## src/rtl/wb_write_arbiter.sv

```systemverilog
// Write-back arbiter: merges load and ALU results into one register-file write per cycle,
// parking ALU results that lose to a load in an in-order queue, with pending-write forwarding.
module wb_write_arbiter #(
  parameter int DEPTH      = 4,
  parameter int DATA_WIDTH = 32,
  parameter int ADDR_WIDTH = 5
) (
  input  logic                  clk,
  input  logic                  rst_n,
  input  logic                  alu_valid,
  input  logic [ADDR_WIDTH-1:0] alu_rw_addr,
  input  logic [DATA_WIDTH-1:0] alu_rw_data,
  input  logic                  mem_valid,
  input  logic [ADDR_WIDTH-1:0] mem_rw_addr,
  input  logic [DATA_WIDTH-1:0] mem_rw_data,
  input  logic [ADDR_WIDTH-1:0] fwd_addr,
  output logic                  fwd_hit,
  output logic [DATA_WIDTH-1:0] fwd_data,
  output logic                  alu_stall,
  output logic                  overflow,
  output logic                  uses_rw,
  output logic [ADDR_WIDTH-1:0] rw_addr,
  output logic [DATA_WIDTH-1:0] rw_data
);

  localparam int PTR_W = $clog2(DEPTH);
  localparam int CNT_W = PTR_W + 1;

  logic [ADDR_WIDTH-1:0] q_addr_reg [DEPTH];
  logic [DATA_WIDTH-1:0] q_data_reg [DEPTH];
  logic [DEPTH-1:0]      q_vld_reg;
  logic [DEPTH-1:0]      q_vld_next;
  logic [PTR_W-1:0]      head_reg;
  logic [PTR_W-1:0]      tail_reg;
  logic [CNT_W-1:0]      count_reg;
  logic [CNT_W-1:0]      count_next;
  logic                  overflow_reg;
  logic                  uses_rw_reg;
  logic [ADDR_WIDTH-1:0] rw_addr_reg;
  logic [DATA_WIDTH-1:0] rw_data_reg;

  logic alu_in;
  logic mem_in;
  logic q_empty;
  logic q_full;
  logic deq;
  logic alu_direct;
  logic alu_enq_req;
  logic enq;
  logic drop;
  logic enq_vld;

  logic                  sel_valid;
  logic                  sel_update;
  logic [ADDR_WIDTH-1:0] sel_addr;
  logic [DATA_WIDTH-1:0] sel_data;

  // Register 0 is hard-wired, so writes to it are filtered before anything else sees them.
  assign alu_in      = alu_valid && (alu_rw_addr != '0);
  assign mem_in      = mem_valid && (mem_rw_addr != '0);
  assign q_empty     = (count_reg == '0);
  assign q_full      = (count_reg == CNT_W'(DEPTH));
  assign deq         = !mem_in && !q_empty;
  assign alu_direct  = alu_in && !mem_in && q_empty;
  assign alu_enq_req = alu_in && !alu_direct;
  assign enq         = alu_enq_req && (!q_full || deq);
  assign drop        = alu_enq_req && q_full && !deq;
  // The load is younger than a same-cycle ALU result, so a matching ALU entry is born dead.
  assign enq_vld     = !(mem_in && (alu_rw_addr == mem_rw_addr));

  assign count_next = count_reg + CNT_W'(enq) - CNT_W'(deq);
  assign alu_stall  = (count_reg >= CNT_W'(DEPTH - 1));

  always_comb begin
    sel_valid  = 1'b0;
    sel_update = 1'b0;
    sel_addr   = rw_addr_reg;
    sel_data   = rw_data_reg;
    if (mem_in) begin
      sel_valid  = 1'b1;
      sel_update = 1'b1;
      sel_addr   = mem_rw_addr;
      sel_data   = mem_rw_data;
    end else if (!q_empty) begin
      sel_valid = q_vld_reg[head_reg];
      if (q_vld_reg[head_reg]) begin
        sel_update = 1'b1;
        sel_addr   = q_addr_reg[head_reg];
        sel_data   = q_data_reg[head_reg];
      end
    end else if (alu_in) begin
      sel_valid  = 1'b1;
      sel_update = 1'b1;
      sel_addr   = alu_rw_addr;
      sel_data   = alu_rw_data;
    end
  end

  logic [DEPTH-1:0] inv_match;
  logic [PTR_W-1:0] fwd_idx [DEPTH];
  logic [DEPTH-1:0] fwd_match;

  generate
    for (genvar gi = 0; gi < DEPTH; gi++) begin : g_slot
      assign inv_match[gi] = mem_in && (q_addr_reg[gi] == mem_rw_addr);

      // Enqueue is applied last so a full queue can retire and refill the same slot.
      assign q_vld_next[gi] =
          (enq && (tail_reg == PTR_W'(gi))) ? enq_vld :
          (deq && (head_reg == PTR_W'(gi))) ? 1'b0    :
          (q_vld_reg[gi] && !inv_match[gi]);

      // Offset gi counts back from the youngest entry (tail-1).
      assign fwd_idx[gi]   = tail_reg - PTR_W'(gi + 1);
      assign fwd_match[gi] = (CNT_W'(gi) < count_reg) && q_vld_reg[fwd_idx[gi]] &&
                             (q_addr_reg[fwd_idx[gi]] == fwd_addr);
    end
  endgenerate

  // Later assignments win, so sources are visited oldest first.
  always_comb begin
    fwd_hit  = 1'b0;
    fwd_data = '0;
    if (uses_rw_reg && (rw_addr_reg == fwd_addr)) begin
      fwd_hit  = 1'b1;
      fwd_data = rw_data_reg;
    end
    for (int i = DEPTH - 1; i >= 0; i--) begin
      if (fwd_match[i]) begin
        fwd_hit  = 1'b1;
        fwd_data = q_data_reg[fwd_idx[i]];
      end
    end
    if (alu_in && (alu_rw_addr == fwd_addr)) begin
      fwd_hit  = 1'b1;
      fwd_data = alu_rw_data;
    end
    if (mem_in && (mem_rw_addr == fwd_addr)) begin
      fwd_hit  = 1'b1;
      fwd_data = mem_rw_data;
    end
    if (fwd_addr == '0) begin
      fwd_hit  = 1'b0;
      fwd_data = '0;
    end
  end

  always_ff @(posedge clk) begin
    if (enq) begin
      q_addr_reg[tail_reg] <= alu_rw_addr;
      q_data_reg[tail_reg] <= alu_rw_data;
    end
  end

  always_ff @(posedge clk or negedge rst_n) begin
    if (!rst_n) begin
      head_reg     <= '0;
      tail_reg     <= '0;
      count_reg    <= '0;
      q_vld_reg    <= '0;
      overflow_reg <= 1'b0;
      uses_rw_reg  <= 1'b0;
      rw_addr_reg  <= '0;
      rw_data_reg  <= '0;
    end else begin
      q_vld_reg   <= q_vld_next;
      count_reg   <= count_next;
      uses_rw_reg <= sel_valid;
      if (enq) begin
        tail_reg <= tail_reg + 1'b1;
      end
      if (deq) begin
        head_reg <= head_reg + 1'b1;
      end
      if (drop) begin
        overflow_reg <= 1'b1;
      end
      if (sel_update) begin
        rw_addr_reg <= sel_addr;
        rw_data_reg <= sel_data;
      end
    end
  end

  assign overflow = overflow_reg;
  assign uses_rw  = uses_rw_reg;
  assign rw_addr  = rw_addr_reg;
  assign rw_data  = rw_data_reg;

endmodule

```

## config.mk

```make
export PLATFORM = sky130hd
export DESIGN_NAME = wb_write_arbiter
export DESIGN_NICKNAME = d
export VERILOG_FILES = /design/src/rtl/wb_write_arbiter.sv
export SDC_FILE = /design/constraint.sdc
export NUM_CORES = 1
export LEC_CHECK = 0
export ABC_AREA = 1
export CAP_MARGIN = 15
export CORE_ASPECT_RATIO = 1.75
export CORE_MARGIN = 3
export CORE_UTILIZATION = 38
export DETAILED_ROUTE_END_ITERATION = 8
export PLACE_DENSITY = 0.61
export SYNTH_ARGS = -nofsm -noshare
export SYNTH_HDL_FRONTEND = slang
export SYNTH_SLANG_ARGS = --single-unit
export TNS_END_PERCENT = 1
```

## constraint.sdc

```tcl
create_clock -name clk -period 3.35 [get_ports clk]
set_input_delay 0.67 -clock clk [delete_from_list [all_inputs] [get_ports clk]]
set_output_delay 0.67 -clock clk [all_outputs]
set_load 0.005 [all_outputs]
```

### Word level (Yosys, flattened, before mapping)

Memory sizes are Yosys's and may differ from the RTL's.
Cells that the tools add are included.

| word-level totals | value |
|---|---|
| word-level logic and storage cells | 153 |
| bits in registers | 50 |
| output and inout bits | 73 |
| RAM bits | 148 |
| memories kept | 2 |

Memory list:

| name | depth | bits a word | rd ports | clocked after Yosys merged registers in | wr ports | RTL line | RTL |
|---|---|---|---|---|---|---|---|
| q_data_reg | 4 | 32 | 5 | 0 | 1 | 30 | `logic [DATA_WIDTH-1:0] q_data_reg [DEPTH];` |
| q_addr_reg | 4 | 5 | 9 | 0 | 1 | 29 | `logic [ADDR_WIDTH-1:0] q_addr_reg [DEPTH];` |

| operators by class | value |
|---|---|
| reduce and logical (&&, ||, !) cells | 56 |
| add/subtract/negate cells | 7 |
| muxes and demuxes | 50 |
| eq/ne operators | 20 |
| order comparisons | 10 |

Operator list:

| kind | number |
|---|---|
| 2-to-1 mux 32 bit | 12 |
| == test 5 bit | 12 |
| logical AND 1 bit | 37 |
| 2-to-1 mux 1 bit | 29 |
| 2-to-1 mux 5 bit | 4 |
| < comparator 2 x 3 -> 1 bit, second input constant | 5 |
| binary-select mux 1 bit (select 2 bit) | 5 |
| logical NOT 1 bit | 10 |
| nonzero test 5 bit | 2 |
| == test 2 bit, second input constant | 4 |
| < comparator 1 x 3 -> 1 bit, first input constant | 2 |
| < comparator 2 x 3 -> 1 bit, first input constant | 2 |
| logical NOT 5 bit | 1 |
| adder 2 x 1 -> 2 bit, second input constant | 2 |
| == test 2 x 1 -> 1 bit, second input constant | 2 |
| logical NOT 2 bit | 2 |
| subtractor 2 bit, second input constant | 2 |
| adder 3 x 1 -> 3 bit | 1 |
| == test 3 bit, second input constant | 1 |
| >= comparator 3 x 2 -> 1 bit, second input constant | 1 |
| logical NOT 3 bit | 1 |
| != test 3 bit, second input constant | 1 |
| AND reduction 3 bit | 1 |
| nonzero test 3 bit | 1 |
| other kinds (3) | 3 |

### Logic depth before layout (Yosys ltp)

Gate-level depths: netlist (run 1).

| depth | value |
|---|---|
| depth after elaboration | 11 |
| depth in mapped cells | 22 |
| gate-level depth less buffers | 16 |

### Least setup slack after synthesis (run 1)

OpenSTA, ideal clock, no wires.

| timing | value |
|---|---|
| path kind | input -> register |
| start point | input mem_rw_addr[3] |
| end point | register q_vld_reg[3] |
| arrival | 3.636 ns |
| stages | 10 |
| path buffers | 2 |
| setup slack | -0.503 ns |
| cells stage by stage | buf_2 -> nor3_1 -> nand3_1 -> nand2_2 -> inv_2 -> buf_2 -> nand4_1 -> nand4_2 -> nor2_1 -> o21ai_0 |

| between the ends | value |
|---|---|
| word-level cells in the longest chain between the ends | 10 |
| elaborated cells between the ends (all ways) | 21 |

RTL lines:

| what | RTL line | RTL |
|---|---|---|
| start: declaration | 14 | `input logic [ADDR_WIDTH-1:0] mem_rw_addr,` |
| nonzero test 5 bit | 60 | `assign mem_in = mem_valid && (mem_rw_addr != '0);` |
| logical AND 1 bit | 60 |  |
| logical NOT 1 bit | 63, 64 |  |
| logical AND 1 bit (2 in a row) | 64 | `assign alu_direct = alu_in && !mem_in && q_empty;` |
| logical NOT 1 bit | 65 | `assign alu_enq_req = alu_in && !alu_direct;` |
| logical AND 1 bit | 65 |  |
| logical AND 1 bit | 66 | `assign enq = alu_enq_req && (!q_full \|\| deq);` |
| logical AND 1 bit | 109 | `(enq && (tail_reg == PTR_W'(gi))) ? enq_vld :` |
| 2-to-1 mux 1 bit * | 109 |  |
| net q_vld_next[3] | 32 | `logic [DEPTH-1:0] q_vld_next;` |
| end signal: assignment | 166 | `q_vld_reg <= q_vld_next;` |
| end: declaration | 31 | `logic [DEPTH-1:0] q_vld_reg;` |

Mark *: on every way through the listed nets, which the timed path passes. The rest lies on a longest branch.
A chain may end at the register's enable or synchronous reset.

==> results of run 1 <==
==> through the flow <==
stage | cells | setup TNS [ns] | util [%] | hold slack (ns) | total power [mW]
CTS | 2945 | -12.57 | 49.2 | 0.322 | 16.9
floorplan | 2260 | -64.83 | - | 0.374 | 10.1
global placement | 2886 | -16.52 | 46.1 | 0.482 | 13.8
detailed placement | 2886 | -17.54 | 46.1 | 0.479 | 14.0
finish | 2948 | -10.21 | 49.6 | 0.318 | 17.1
global route | 2948 | -15.25 | 49.6 | 0.351 | 18.5
==> cell usage after synthesis (2+ instances only) <==
cell        n
nand2_1   623
o21ai_0   391
inv_1     244
nor2_1    210
edfxtp_1  148
a21oi_1   145
clkbuf_1   85
nand3_1    66
o21ai_1    59
dfrtp_1    50
buf_2      46
o211ai_2   31
xor2_1     24
buf_4      13
a221oi_1   12
ha_1       12
xnor2_1    12
buf_1      11
buf_6       9
nand4_1     8
nor3_1      8
a22o_1      7
inv_2       5
o22ai_1     4
a41oi_1     3
nor2_2      3
nor4_1      3
o211ai_1    3
o31ai_1     3
and2_1      2
clkinv_1    2
nand2_2     2
nor2_4      2
o21bai_1    2
==> worst max path at each step <==
| stage | to | slack (ns) | cells after the start |
|---|---|---|---|
| after floorplan | q_addr_reg[0][0] | -0.50 | 9 |
| after global placement | fwd_hit | -0.61 | 13 |
| after detailed placement | fwd_hit | -0.60 | 13 |
| after CTS | fwd_data[26] | -0.45 | 19 |
| after global routing | fwd_data[24] | -0.58 | 18 |
| final | fwd_data[26] | -0.41 | 18 |
==> placed cells by master (no fill, tap or decap), types with 48 or more instances in the layout <==
cell	netlist	routed
buf_4	13	108
inv_1	244	242
nand2_1	623	598
nor2_1	210	177
nand3_1	66	54
edfxtp_1	148	148
a21oi_1	145	123
dfrtp_1	50	48
o21ai_1	59	59
clkdlybuf4s50_1	0	120
o21ai_0	391	390
==> metal layers <==
metal / track usage [%] / vias to the layer above
li1: - / 7792
met1: 28.9 / 7530
met2: 46.8 / 619
met3: 3.49 / 211
met4: 16.9 / 0
met5: 0 / -
==> power by group through the flow <==
| stage | logic (mW) | registers, mW | clock network, mW |
|---|---|---|---|
| 3_5_place_dp | 10.2 | 3.80 | 0 |
| 6_report | 11.2 | 3.75 | 2.18 |
| 5_1_grt | 12.4 | 3.82 | 2.30 |
| 2_1_floorplan | 6.40 | 3.73 | 0 |
| 3_3_place_gp | 10.0 | 3.78 | 0 |
| 4_1_cts | 10.9 | 3.75 | 2.22 |
==> cell families after synthesis <==
kind of cell	after synthesis	synth area share, %
DFF	198	37.2
AOI/OAI and AO/OA	665	24.1
muxes	1	0.0654
buffers and inverters	416	11.4
adders and majority gates	13	1.11
and+or+nand+nor	931	24.1
xor gates and xnor gates	36	2.06
==> cell type report <==
class	instances	area, µm²	area share, %
Timing Repair inverter	1	6.26	0.0319
Clock inverter	15	174	0.887
Clock buffer	17	425	2.17
Timing Repair Buffer	329	3490	17.8
Tap cell	490	613	3.13
Sequential cell	198	5700	29.1
Multi-Input combinational cell	1646	8230	42.0
Inverter	252	960	4.90
==> repair_timing <==
item | in CTS | in global routing
setup endpoints to repair | 33 | 33
cloned | 12 | 2
gates resized for setup | 211 | 53
pin swaps | 36 | 30
buffers inserted | 15 | 2
==> results.ini, run 1 <==
[status]
outcome = finished with violations
violations = negative setup slack

[pwr]
p_int_mw = 8.66
sequentialPowerShare_pct = 21.9
net-switching-power_mw = 8.49
p_clk_share_pct = 12.7
ir_drop_mv = 0.590
switching_share_pct = 49.5
p_leak_nw = 8.63
combPwrFrac_pct = 65.4
power.density_mw_per_mm2 = 875

[worst_setup_path]
crit_buf_inv = 9
critPathMaxFanout = 6
critPathTopFamily = buffers and inverters
startpoint = tail_reg[0]
r2r-start = count_reg[2]
start_kind = flip-flop
reg2regPathDepth = 12
worstPathRequired_ns = 2.68
path_class = flip-flop to primary output
r2r-end = count_reg[2]
arrival_ns = 3.09
reg2reg_slack_ns = 1.01
max_stage_delay_ns = 0.50
crit_path_top_delay_cell = dfrtp_4
crit_chain = inv_6 -> ha_4 -> buf_8 -> buf_8 -> nand3_2 -> o2111ai_2 -> nor2_2 -> nand3_4 -> buf_12 -> buf_12 -> buf_8 -> buf_4 -> nand2_1 -> inv_1 -> nand2_1 -> nand2_1 -> a21oi_2 -> buf_2
crit_path_end_kind = primary output

[sta]
period_share_pct = 112
fin_crit_ns = 3.76
layout_setup_ws_ns = -0.410
final.setup_skew_ns = 0.0130
finalMaxSlewViolations = 0
max-slew-margin-rel_pct = 41.7
finalHoldViolCount = 0
fmaxAchievable_mhz = 266
setup_violations = 33
rsz0062_at_grt = true
tightest_slew_ns = 0.875

[drt]
top_layer = met4
wirelength_um = 56800
dr_total_vias = 16200
detail-route-antenna-nets = 0
drt_pre_antenna_iters = 5
met2_length_um = 29200
viasPerCell = 5.48
drt-met1-wl_um = 21200
drc = 0
post_drt_wl_per_cell_um = 19.3
dr_wl_met3_um = 2590
drt_iter0_drc = 1332

[clocking]
cts_tree = built
clkTransAtPathRegs_ns = 0.08
clockBufferDepth = 2
insertion_delay_ns = 0.46
htree_num_levels = 4
cts_made_buffers = 17
root_buffer = clkbuf_16
holdBufCountCts = 0
clkSinkCount = 198

[floorplan]
core_mm2 = 0.0395
die-area_mm2 = 0.0428
start_util_pct = 38.7
die_w_um = 158
die_h_um = 271
row_count = 96
io_pins = 156

[finish]
syn2layout_area_growth_pct = 28.1
finish.instance_area_mm2 = 0.0196
nets = 2541
fillCellCount = 3818
antenna_cells = 0
largest_reg_flops = 128
drive_above_1_share_pct = 15.9

[synthesis]
postSynthCellCount = 2260
synth_area_leaders = edfxtp_1 29%, nand2_1 15%, o21ai_0 13%, dfrtp_1 8.2%, inv_1 6.0%
synth.distinct_cells = 46
synth_warnings = 0
synth_edf_count = 148
syn_nets = 2356
ys_seq_elements = 198
avgSynthCellArea_um2 = 6.77
syn_area_mm2 = 0.0153
netlist.top_cell.by_area = edfxtp_1
yosysTopAreaCellShare_pct = 29.0
synthArstFlopShare_pct = 25.3
ys_seq_area_share_pct = 37.2
synth-main-ff-cell = edfxtp_1

[grt]
grt_max_degree = 120
globalRouteTotalUtil_pct = 26.4
grt_pass1_vias = 16000
grt_overflow = 0
antenna_found_initial = 0
grt_pass1_wl_um = 86900

[placed_design]
dp_hpwl_um = 38200
placed_cell_area_mm2 = 0.0182
io_buffers = 155
place_ws_ns = -0.597
gp_congestion = 0.915

[min_path]
hold_class = input pin to asynchronous set/reset pin

[job]
max-cap-violations = 0

Note: power is estimated with default switching activity, not from simulation.
==> inputs of run 2 (changes only) <==
PLACE_DENSITY = 0.59   (was 0.61)
clock period = 3.9 ns   (was 3.35 ns; I/O delays follow)
==> run 2 against run 1 <==
The run still ends with negative setup slack left. Via count fell by 0.71%. Die area unchanged. Routed wire length shrank 0.75%. Sequential power shrank 13%. Utilization decreased by 1.5 points. Worst hold slack gained 0.064 ns. Largest power group unchanged. Setup slack better by 0.27 ns.
==> results.ini, run 2 (synthesized netlist as in run 1, its figures left out) <==
[status]
outcome = finished with violations  ; unchanged
violations = negative setup slack  ; unchanged

[worst_setup_path]
critPathMaxFanout = 20  ; was 6
crit_path_end_kind = primary output  ; unchanged
reg2reg_slack_ns = 1.54  ; was 1.01 ns
worstPathRequired_ns = 3.12  ; was 2.68 ns
path_class = flip-flop to primary output  ; unchanged
start_kind = flip-flop  ; unchanged
arrival_ns = 3.26  ; was 3.09 ns

[grt]
grt_max_degree = 126  ; was 120
grt_pass1_vias = 15700  ; was 16000
globalRouteTotalUtil_pct = 26.2  ; was 26.4%
grt_overflow = 0  ; unchanged
antenna_found_initial = 2  ; was 0
grt_pass1_wl_um = 86100  ; was 86900 µm

[floorplan]
io_pins = 156  ; unchanged
core_mm2 = 0.0395  ; unchanged
die_h_um = 271  ; unchanged
row_count = 96  ; unchanged
die_w_um = 158  ; unchanged
die-area_mm2 = 0.0428  ; unchanged
start_util_pct = 38.7  ; unchanged

[clocking]
cts_made_buffers = 17  ; unchanged
cts_tree = built  ; unchanged
holdBufCountCts = 0  ; unchanged
clockBufferDepth = 2  ; unchanged
htree_num_levels = 4  ; unchanged
clkSinkCount = 198  ; unchanged
clkTransAtPathRegs_ns = 0.07  ; was 0.08 ns
root_buffer = clkbuf_16  ; unchanged
insertion_delay_ns = 0.46  ; about the same

[drt]
viasPerCell = 5.50  ; was 5.48
detail-route-antenna-nets = 0  ; unchanged
post_drt_wl_per_cell_um = 19.3  ; about the same
drt_iter0_drc = 1285  ; was 1332
dr_total_vias = 16000  ; was 16200
drt_pre_antenna_iters = 6  ; was 5
drc = 0  ; unchanged
wirelength_um = 56300  ; was 56800 µm

[sta]
fin_crit_ns = 4.04
finalMaxSlewViolations = 0  ; unchanged
setup_tns_ns = -0.417  ; was -10.21 ns
final.setup_skew_ns = 0.0151  ; was 0.0130 ns
tightest_slew_ns = 0.774  ; was 0.875 ns
fmaxAchievable_mhz = 247
rsz0062_at_grt = true  ; unchanged
layout_setup_ws_ns = -0.141  ; was -0.410 ns
max-slew-margin-rel_pct = 48.4  ; was 41.7%
period_share_pct = 104
setup_violations = 4  ; was 33
finalHoldViolCount = 0  ; unchanged

[finish]
syn2layout_area_growth_pct = 24.1  ; was 28.1%
drive_above_1_share_pct = 11.3  ; was 15.9%
final_cell_mix = 614 x nand2_1, 390 x o21ai_0, 241 x inv_1, 197 x nor2_1, 148 x edfxtp_1  ; was 598 x nand2_1, 390 x o21ai_0, 242 x inv_1, 177 x nor2_1, 148 x edfxtp_1
finish.instance_area_mm2 = 0.0190  ; was 0.0196 mm²
layout_commonest_cell = nand2_1  ; unchanged
largest_reg_flops = 128  ; unchanged
utilization_pct = 48.1  ; was 49.6%
nets = 2507  ; was 2541

[pwr]
ir_drop_mv = 0.613  ; was 0.590 mV
p_leak_nw = 8.42  ; was 8.63 nW
power.density_mw_per_mm2 = 740  ; was 875 mW/mm²

[placed_design]
io_buffers = 155  ; unchanged
gp_congestion = 0.929  ; was 0.915
dp_hpwl_um = 37400  ; was 38200 µm
placed_cell_area_mm2 = 0.0181  ; was 0.0182 mm²

[job]
max-cap-violations = 0  ; unchanged

[min_path]
hold_class = input pin to asynchronous set/reset pin  ; unchanged

## run 2: cell count changes in the layout (fill, tap and decap cells not counted), sizes merged, moves of 2 or more
cell          delta
buf             -55
clkbuf           -2
dlygate4sd2     +26
clkinvlp         -3
inv              -4
diode            +2
dlymetal6s2s     +2
## run 2: worst paths after layout
check                        startpoint      endpoint  cells past startpoint
min                               rst_n  count_reg[0]                      1
max reg2reg                count_reg[2]   rw_data[16]                      8
min in group clk               overflow      overflow                      1
max                         tail_reg[0]       fwd_hit                     14
max in group asynchronous         rst_n   tail_reg[0]                      2
min reg2reg                    overflow      overflow                      1
## run 2: routing by layer
layer	wire, µm	track usage (%)
met2	28800	46.6
met4	3310	15.3
met1	21100	29.6
met3	3130	3.19
met5	0	0
## run 2: cell type report
type | count | area, µm²
diodes | 2 | 5.00
clock buffers | 21 | 450
clock inverters | 11 | 148
fillers | 3917 | 20500
inverters | 252 | 960
multi-input cells | 1646 | 8060
flip-flops and latches | 198 | 5700
well taps | 490 | 613
repair buffers | 296 | 3060
## run 2: metrics by stage
stage	setup slack [ns]	std cells	hold slack, ns	power [mW]
CTS	-0.221	2913	0.402	14.0
global placement	-0.439	2870	0.468	11.8
floorplan	-0.0563	2260	0.468	8.70
detailed placement	-0.412	2870	0.469	12.0
global route	-0.277	2916	0.412	15.2
finish	-0.141	2916	0.382	14.0
## run 2: report_power, final
part	internal, mW	switching (mW)
combinational	3.20	5.72
sequential	2.88	0.370
clock	1.03	0.851
total	7.11	6.94
## run 2: what timing repair did
| action | CTS | global route |
|---|---|---|
| pin swaps | 6 | 2 |
| endpoints found under the setup margin | 33 | 32 |
| gates cloned | 3 | 0 |
| buffers inserted | 8 | 1 |
| gates resized for setup | 67 | 32 |
## run 2: worst max-delay path, cell delays in order (launching register included)
cell and delay [ns]:
dfrtp_4 0.52, inv_6 0.09, ha_4 0.23, buf_8 0.15, buf_4 0.14, nand3_1 0.07, o2111ai_1 0.13, nor2_2 0.22
nand3_2 0.14, buf_12 0.19, buf_4 0.15, nand2_1 0.06, nor2_1 0.04, a21boi_2 0.15, clkdlybuf4s50_1 0.52
